**config.mk**
```make
export PLATFORM = sky130hd
export DESIGN_NAME = adc_sar_responder
export DESIGN_NICKNAME = d
export VERILOG_FILES = /design/src/rtl/adq_pkg.sv /design/src/rtl/sar_step_timer.sv /design/src/rtl/adc_sar_responder.sv
export SDC_FILE = /design/constraint.sdc
export NUM_CORES = 1
export LEC_CHECK = 0
export ABC_CLOCK_PERIOD_IN_PS = 2900
export BUFFER_PORTS_ARGS = -buffer_cell sky130_fd_sc_hd__buf_2
export CORE_MARGIN = 2
export CORE_UTILIZATION = 55
export DETAILED_ROUTE_END_ITERATION = 7
export GPL_ROUTABILITY_DRIVEN = 1
export PLACE_DENSITY = 0.75
export SLEW_MARGIN = 10
export SYNTH_ARGS = -nofsm -noshare
export SYNTH_HDL_FRONTEND = slang
export SYNTH_SLANG_ARGS = --single-unit
```
**constraint.sdc**
```tcl
create_clock -name clk -period 2.9 [get_ports clk]
set_clock_uncertainty 0.15 [all_clocks]
set_input_delay 0.29 -clock clk [delete_from_list [all_inputs] [get_ports clk]]
set_output_delay 0.29 -clock clk [all_outputs]
set_load 0.03 [all_outputs]
```
**src/rtl/adq_pkg.sv**
```systemverilog
// rtl/adq_pkg.sv - shared acquisition handshake types and constants
package adq_pkg;

    localparam int ADQ_DATA_W = 8;

    typedef enum logic [1:0] {
        RESP_IDLE   = 2'd0,
        RESP_SAMPLE = 2'd1,
        RESP_CONV   = 2'd2,
        RESP_DONE   = 2'd3
    } resp_state_e;

    // Acquisition controller states, kept here so both ends of the handshake agree
    localparam logic [2:0] CTL_IDLE     = 3'd0;
    localparam logic [2:0] CTL_START    = 3'd1;
    localparam logic [2:0] CTL_WAIT_EOC = 3'd2;
    localparam logic [2:0] CTL_READ     = 3'd3;
    localparam logic [2:0] CTL_STORE    = 3'd4;

endpackage

```
**src/rtl/sar_step_timer.sv**
```systemverilog
// rtl/sar_step_timer.sv - STEP_DIV prescaler giving one strobe per SAR bit decision
module sar_step_timer #(
    parameter int STEP_DIV = 1
) (
    input  logic clk,
    input  logic rst,
    input  logic en,
    input  logic clr,
    output logic step
);

    localparam logic [7:0] LAST = 8'(STEP_DIV - 1);

    logic [7:0] cnt;

    assign step = en && (cnt == LAST);

    always_ff @(posedge clk or posedge rst) begin
        if (rst) begin
            cnt <= 8'd0;
        end else if (clr || !en || cnt == LAST) begin
            cnt <= 8'd0;
        end else begin
            cnt <= cnt + 8'd1;
        end
    end

endmodule

```
**src/rtl/adc_sar_responder.sv**
```systemverilog
// rtl/adc_sar_responder.sv - successive-approximation ADC responder with soc/eoc handshake
module adc_sar_responder
    import adq_pkg::*;
#(
    parameter int DATA_W   = ADQ_DATA_W,
    parameter int STEP_DIV = 1
) (
    input  logic              clk,
    input  logic              rst,
    input  logic              soc,
    input  logic [DATA_W-1:0] ain,
    input  logic              rd,
    output logic              busy,
    output logic              eoc,
    output logic [DATA_W-1:0] dout,
    output logic              ovr
);

    localparam int IDX_W = (DATA_W > 1) ? $clog2(DATA_W) : 1;
    localparam logic [IDX_W-1:0]  IDX_MSB = IDX_W'(DATA_W - 1);
    localparam logic [IDX_W-1:0]  IDX_ONE = IDX_W'(1);
    localparam logic [DATA_W-1:0] BIT_ONE = DATA_W'(1);

    localparam logic [1:0] ST_IDLE   = RESP_IDLE;
    localparam logic [1:0] ST_SAMPLE = RESP_SAMPLE;
    localparam logic [1:0] ST_CONV   = RESP_CONV;
    localparam logic [1:0] ST_DONE   = RESP_DONE;

    logic [1:0]        state;
    logic [DATA_W-1:0] hold;
    logic [DATA_W-1:0] result;
    logic [IDX_W-1:0]  idx;
    logic              step;
    logic [DATA_W-1:0] trial;
    logic [DATA_W-1:0] next_result;

    sar_step_timer #(
        .STEP_DIV(STEP_DIV)
    ) u_step_timer (
        .clk (clk),
        .rst (rst),
        .en  (state == ST_CONV),
        .clr (state == ST_SAMPLE),
        .step(step)
    );

    // Keep the trial bit only if the candidate does not exceed the held sample
    assign trial       = result | (BIT_ONE << idx);
    assign next_result = (trial <= hold) ? trial : result;

    always_ff @(posedge clk or posedge rst) begin
        if (rst) begin
            state  <= ST_IDLE;
            hold   <= '0;
            result <= '0;
            idx    <= '0;
            busy   <= 1'b0;
            eoc    <= 1'b0;
            dout   <= '0;
            ovr    <= 1'b0;
        end else begin
            case (state)
                ST_IDLE: begin
                    if (soc) begin
                        state <= ST_SAMPLE;
                        busy  <= 1'b1;
                    end
                end
                ST_SAMPLE: begin
                    hold   <= ain;
                    result <= '0;
                    idx    <= IDX_MSB;
                    state  <= ST_CONV;
                    if (soc) ovr <= 1'b1;
                end
                ST_CONV: begin
                    if (soc) ovr <= 1'b1;
                    if (step) begin
                        result <= next_result;
                        if (idx == '0) begin
                            state <= ST_DONE;
                            dout  <= next_result;
                            eoc   <= 1'b1;
                            busy  <= 1'b0;
                        end else begin
                            idx <= idx - IDX_ONE;
                        end
                    end
                end
                ST_DONE: begin
                    // A read on the same edge as a restart still counts as consumed
                    if (soc) begin
                        eoc   <= 1'b0;
                        busy  <= 1'b1;
                        state <= ST_SAMPLE;
                        if (!rd) ovr <= 1'b1;
                    end else if (rd) begin
                        eoc   <= 1'b0;
                        ovr   <= 1'b0;
                        state <= ST_IDLE;
                    end
                end
                default: begin
                    state <= ST_IDLE;
                    busy  <= 1'b0;
                    eoc   <= 1'b0;
                end
            endcase
        end
    end

endmodule

```
-- Yosys cells after proc, flatten, opt, wreduce, memory -nomap -nowiden
Cells that the tools add are included.
- register bits: 40
- input port bits: 12
- output and inout bits: 11
- logic and storage cells: 70
- add/subtract/negate cells: 2
- magnitude comparators: 1
- equal/unequal tests: 11
- shift-type cells: 1
- muxes and demuxes: 25
- bitwise logic cells: 1
- reduce and logical (&&, ||, !) cells: 20
- operators by type and width (operator ; count):
    $mux W8 ; 3
    $pmux W8 S2 ; 1
    $reduce_and A4 Y1 ; 4
    $mux W2 ; 5
    $mux W1 ; 9
    $add A8 B1 Y8 const B ; 1
    $le A8 B8 Y1 ; 1
    $logic_not A8 Y1 ; 1
    $ne A2 B2 Y1 const B ; 4
    $or A8 B8 Y8 ; 1
    $pmux W2 S4 ; 1
    $reduce_bool A2 Y1 ; 4
    $shl A1 B3 Y8 const A ; 1
    $mux W3 ; 2
    $ne A3 B3 Y1 const B ; 2
    $pmux W1 S2 ; 3
    $pmux W3 S2 ; 1
    $reduce_and A3 Y1 ; 2
    $eq A2 B2 Y1 const B ; 2
    $ne A2 B1 Y1 const B ; 2
    $reduce_or A2 Y1 ; 2
    $logic_not A3 Y1 ; 1
    $sub A3 B1 Y3 const B ; 1
    $eq A2 B1 Y1 const B ; 1
    5 further kinds ; 6

-- Logic depth before layout (Yosys ltp)
- depth in word-level cells: 6
- gate-level depth with buffers: 11
- gate-level depth less buffers: 10

-- Hierarchy
Synthesis repeated with hierarchy kept, for this count alone.
- cell total of the unflattened synthesis: 239
- area total of the unflattened synthesis: 2263.4 µm²
- modules (own cells, without submodules) (module ; times used ; cells an instance ; area each (µm²) ; sequential area each (µm²)):
    adc_sar_responder ; 1 ; 196 ; 1851.8 ; 800.8
    sar_step_timer ; 1 ; 43 ; 411.6 ; 200.2

-- Least setup slack after synthesis
OpenSTA, ideal clock, no wires.
- path kind: reg-to-reg
- start: register idx[0]
- end: register result[1]
- library setup time: 110 ps
- arrival time: 2136 ps
- required time: 2640 ps
- setup slack: 504 ps
- stages on the path, launching flop included: 11
- path buffers: 1
- period minus slack after synthesis: 2396 ps
- cells stage by stage: dfrtp_1 > ha_1 > a21oi_1 > inv_1 > ha_1 > nor2b_1 > o211ai_1 > a21oi_1 > o22a_1 > buf_2 > o41ai_1
- cells in the longest elaborated chain, start to end: 6
- ends and longest elaborated chain (item ; RTL line ; text):
    start: declaration ; adc_sar_responder.sv:32 ; logic [IDX_W-1:0] idx;
    start signal: assignment ; adc_sar_responder.sv:86 ; idx <= idx - IDX_ONE;
    $shl A1 B3 Y8 * ; adc_sar_responder.sv:48 ; assign trial = result | (BIT_ONE << idx);
    $or A8 B8 Y8 * ; adc_sar_responder.sv:48 ;
    $le A8 B8 Y1 ; adc_sar_responder.sv:49 ; assign next_result = (trial <= hold) ? trial : result;
    $mux W8 * ; adc_sar_responder.sv:49 ;
    $mux W8 * ; adc_sar_responder.sv:78 ; if (step) begin
    $pmux W8 S2 * ; adc_sar_responder.sv:62 ; case (state)
    end signal: assignment ; adc_sar_responder.sv:79 ; result <= next_result;
    end: declaration ; adc_sar_responder.sv:31 ; logic [DATA_W-1:0] result;
Mark *: on every way between the ends. The rest lies on a longest branch, timed or not. The select of a mux whose other input is x is not followed.
A chain may end at the register's enable or synchronous reset.

-- Worst setup path after layout
- start: register idx[0]
- end: register result[2]
Same word-level chain as after synthesis.

==> results.yml <==
final_layout:
  nets: 285
  n_antenna_cell: 0
  drive_above_1_share: 0.157
  area_growth_pct: 14.5
floorplanning:
  start_util: 0.576
  design.die.area_um2: 4410
  core_area_um2: 3720
  fp.dieH_um: 66.4
  fp.dieW_um: 66.4
  rows: 22
  io_pins: 23
sta:
  worstMarginPinSlew_ps: 540
  timing.slew.headroom: 0.640
  max_freq_mhz: 381
  rsz0062_at_grt: "false"
  hold_viol: 0
  final_max_slew_viol_count: 0
  finalSetupTns_ps: 0
  fin_crit_sh: 0.906
  setup_viol: 0
  min_period_ps: 2630
yosys:
  syn_inst: 226
  ys_ff_latch: 40
  netlist_top_cells_area: "dfrtp_1, ha_1, nand2_1, a21oi_1, inv_1"
  ys_seq_area_frac: 0.467
  synth_nets: 258
  netlist.area_leader.share: 0.467
  synth.largest_area_cell: "dfrtp_1"
  synth-main-ff-cell: "dfrtp_1"
  synth_warnings: 0
  synth_area_um2: 2140
  ys_async_sr_fraction: 1.00
  netlist_top_cells_count: "dfrtp_1, nand2_1, inv_1, a21oi_1, ha_1"
  yosysMostFrequentCell: "dfrtp_1"
  synth-edff-count: 0
  synth.avg_cell_area_um2: 9.48
  synth.distinct_cells: 34
placed_design:
  dp_hpwl_mm: 2.83
  io_buffer_count: 22
  gp_congestion: 0.837
routing:
  drcViolationCount: 0
  vias: 1633
  drtAntennaViolNets: 0
  wl_mm: 4.02
  drtIter0Drc: 127
  viasPerCell: 5.41
  wl_per_cell_um: 13.3
  drt-pass1-iter-count: 4
hold_path:
  whs_path_depth: 3
  hold_end: "hold[7]"
  hold_path_class: "primary input to register"
  min_from: "ain[7]"
grt:
  antenna_found_initial: 0
  grt_max_degree: 41
  gr-usage-all-layers: 0.212
  grt_pass1_wl_mm: 6.84
  grt_overflow: 0
  grt_pass1_vias: 1481
cts:
  htreeDepth: 2
  clkSlewWorstSetupHoldPaths_ps: 80
  cts_buffers: 5
  post_cts.repair.setup_buffers: 0
  cts.sinks: 40
  cts_tree: "done"
  worstSkewPairLatency_ps: 300
  clk_path_buf_depth: 2
  cts-root-buf: "clkbuf_8"
critical_path:
  crit_start: "idx[0]"
  slowest_stage: "dfrtp_1"
  critPathCaptureType: "register"
  worst_setup_path_start_kind: "register"
  r2r_start: "idx[0]"
  cp_cell_sequence: "ha_1, a21oi_1, inv_1, ha_1, a21oi_1, o21ai_0, o22a_1, o41ai_1"
  worstSetupPathType: "register to register"
  ff2ff_path_depth: 8
  r2r_setup_slack_ps: 270
  crit_required_ps: 2940
  crit_fanout: 12
  critical_path.max_stage_delay_ps: 440
  cp.arrival_ps: 2660
  worstReg2RegEnd: "result[2]"
power:
  ir_worst_vdd_v: 0.000460
  p_leak_nw: 1.27
  pwr_density_cell_nw_per_um2: 885
  power.total_mw: 2.17
job:
  drv_cap: 0
run_status:
  status: "finished clean"
==> worst max-delay path: cells and delay by family (launching register included) <==
kind	cells	cell delay (ps)
compound gates	5	1290
buf+inv	1	90
flops	1	440
fa+ha+maj	2	550
==> repair_timing <==
| action | 4_1_cts | 5_1_grt |
|---|---|---|
| setup endpoints to repair | 0 | 1 |
| hold buffers | 1 | 0 |
| gates resized for setup | 0 | 1 |
| endpoints found under the hold margin | 40 | 0 |
==> power by group <==
part / total, mW / switching [mW] / internal [mW]
Sequential: 0.765 / 0.0824 / 0.683
Combinational: 0.910 / 0.593 / 0.318
Clock: 0.497 / 0.193 / 0.304
==> state kept, by name, summed over array words and instances, names as in the netlist <==
register          flops
dout                  8
hold                  8
result                8
u_step_timer.cnt      8
idx                   3
state                 2
busy                  1
eoc                   1
ovr                   1
==> cell type report <==
cell class              count  area [µm²]
inverters                  25        93.8
repair buffers             26         143
fillers                   311        1260
well taps                  48        60.1
multi-input cells         155        1030
clock buffers               7        96.3
flip-flops and latches     40        1000
clock inverters             1        30.0
==> how the worst max path moves through the flow <==
stage                      endpoint  slack [ps]  cells after the start
final                     result[2]         270                      8
after global routing      result[4]          40                     10
after CTS                 result[1]         290                     10
after detailed placement  result[1]         310                     10
after global placement    result[1]         380                      9
after floorplan           result[1]         500                     10
==> cells in the final DEF (no fill, tap or decap), types with 2 or more instances in the layout <==
cell,instances
and3_1,3
dfrtp_1,40
a21oi_1,20
o41ai_1,5
buf_2,22
ha_1,20
nor2b_1,2
xor2_1,2
buf_4,3
nand3_1,5
nand2_1,37
o21ai_0,14
mux2i_1,3
inv_1,25
o31ai_1,2
xnor2_1,5
nand4_1,3
nor3_1,2
nor2_1,16
clkbuf_8,7
==> per-layer routing <==
metal	wire, µm	vias to the layer above	GRT usage
li1	-	822	-
met1	1880	751	0.288
met2	1800	52	0.308
met3	231	8	0.0562
met4	106	0	0.110
met5	0	-	0
==> per-stage QoR <==
| step | std cells | utilization | cell area [µm²] | hold slack, ps | worst slack, ps |
|---|---|---|---|---|---|
| final | 302 | 0.660 | 2450 | 45.1 | 273 |
| after floorplan | 226 | - | 2140 | 257 | 504 |
| after global placement | 293 | 0.622 | 2310 | 296 | 384 |
| after CTS | 302 | 0.658 | 2450 | 31.6 | 293 |
| after detailed placement | 293 | 0.622 | 2310 | 291 | 309 |
| after global routing | 302 | 0.660 | 2450 | 40.6 | 42.4 |
==> cells by family (layout without fill, tap and decap cells) <==
group	Yosys count	after routing	share of synthesized area
XOR/XNOR	7	7	0.0286
AND/OR/NAND/NOR	72	72	0.157
multiplexers	4	4	0.0193
AO/OA/AOI/OAI	52	52	0.155
buffers and inverters	31	59	0.0555
adder cells (fa/ha/maj)	20	20	0.117
flip-flops	40	40	0.467
No activity file was read; power rests on OpenSTA's default activity.
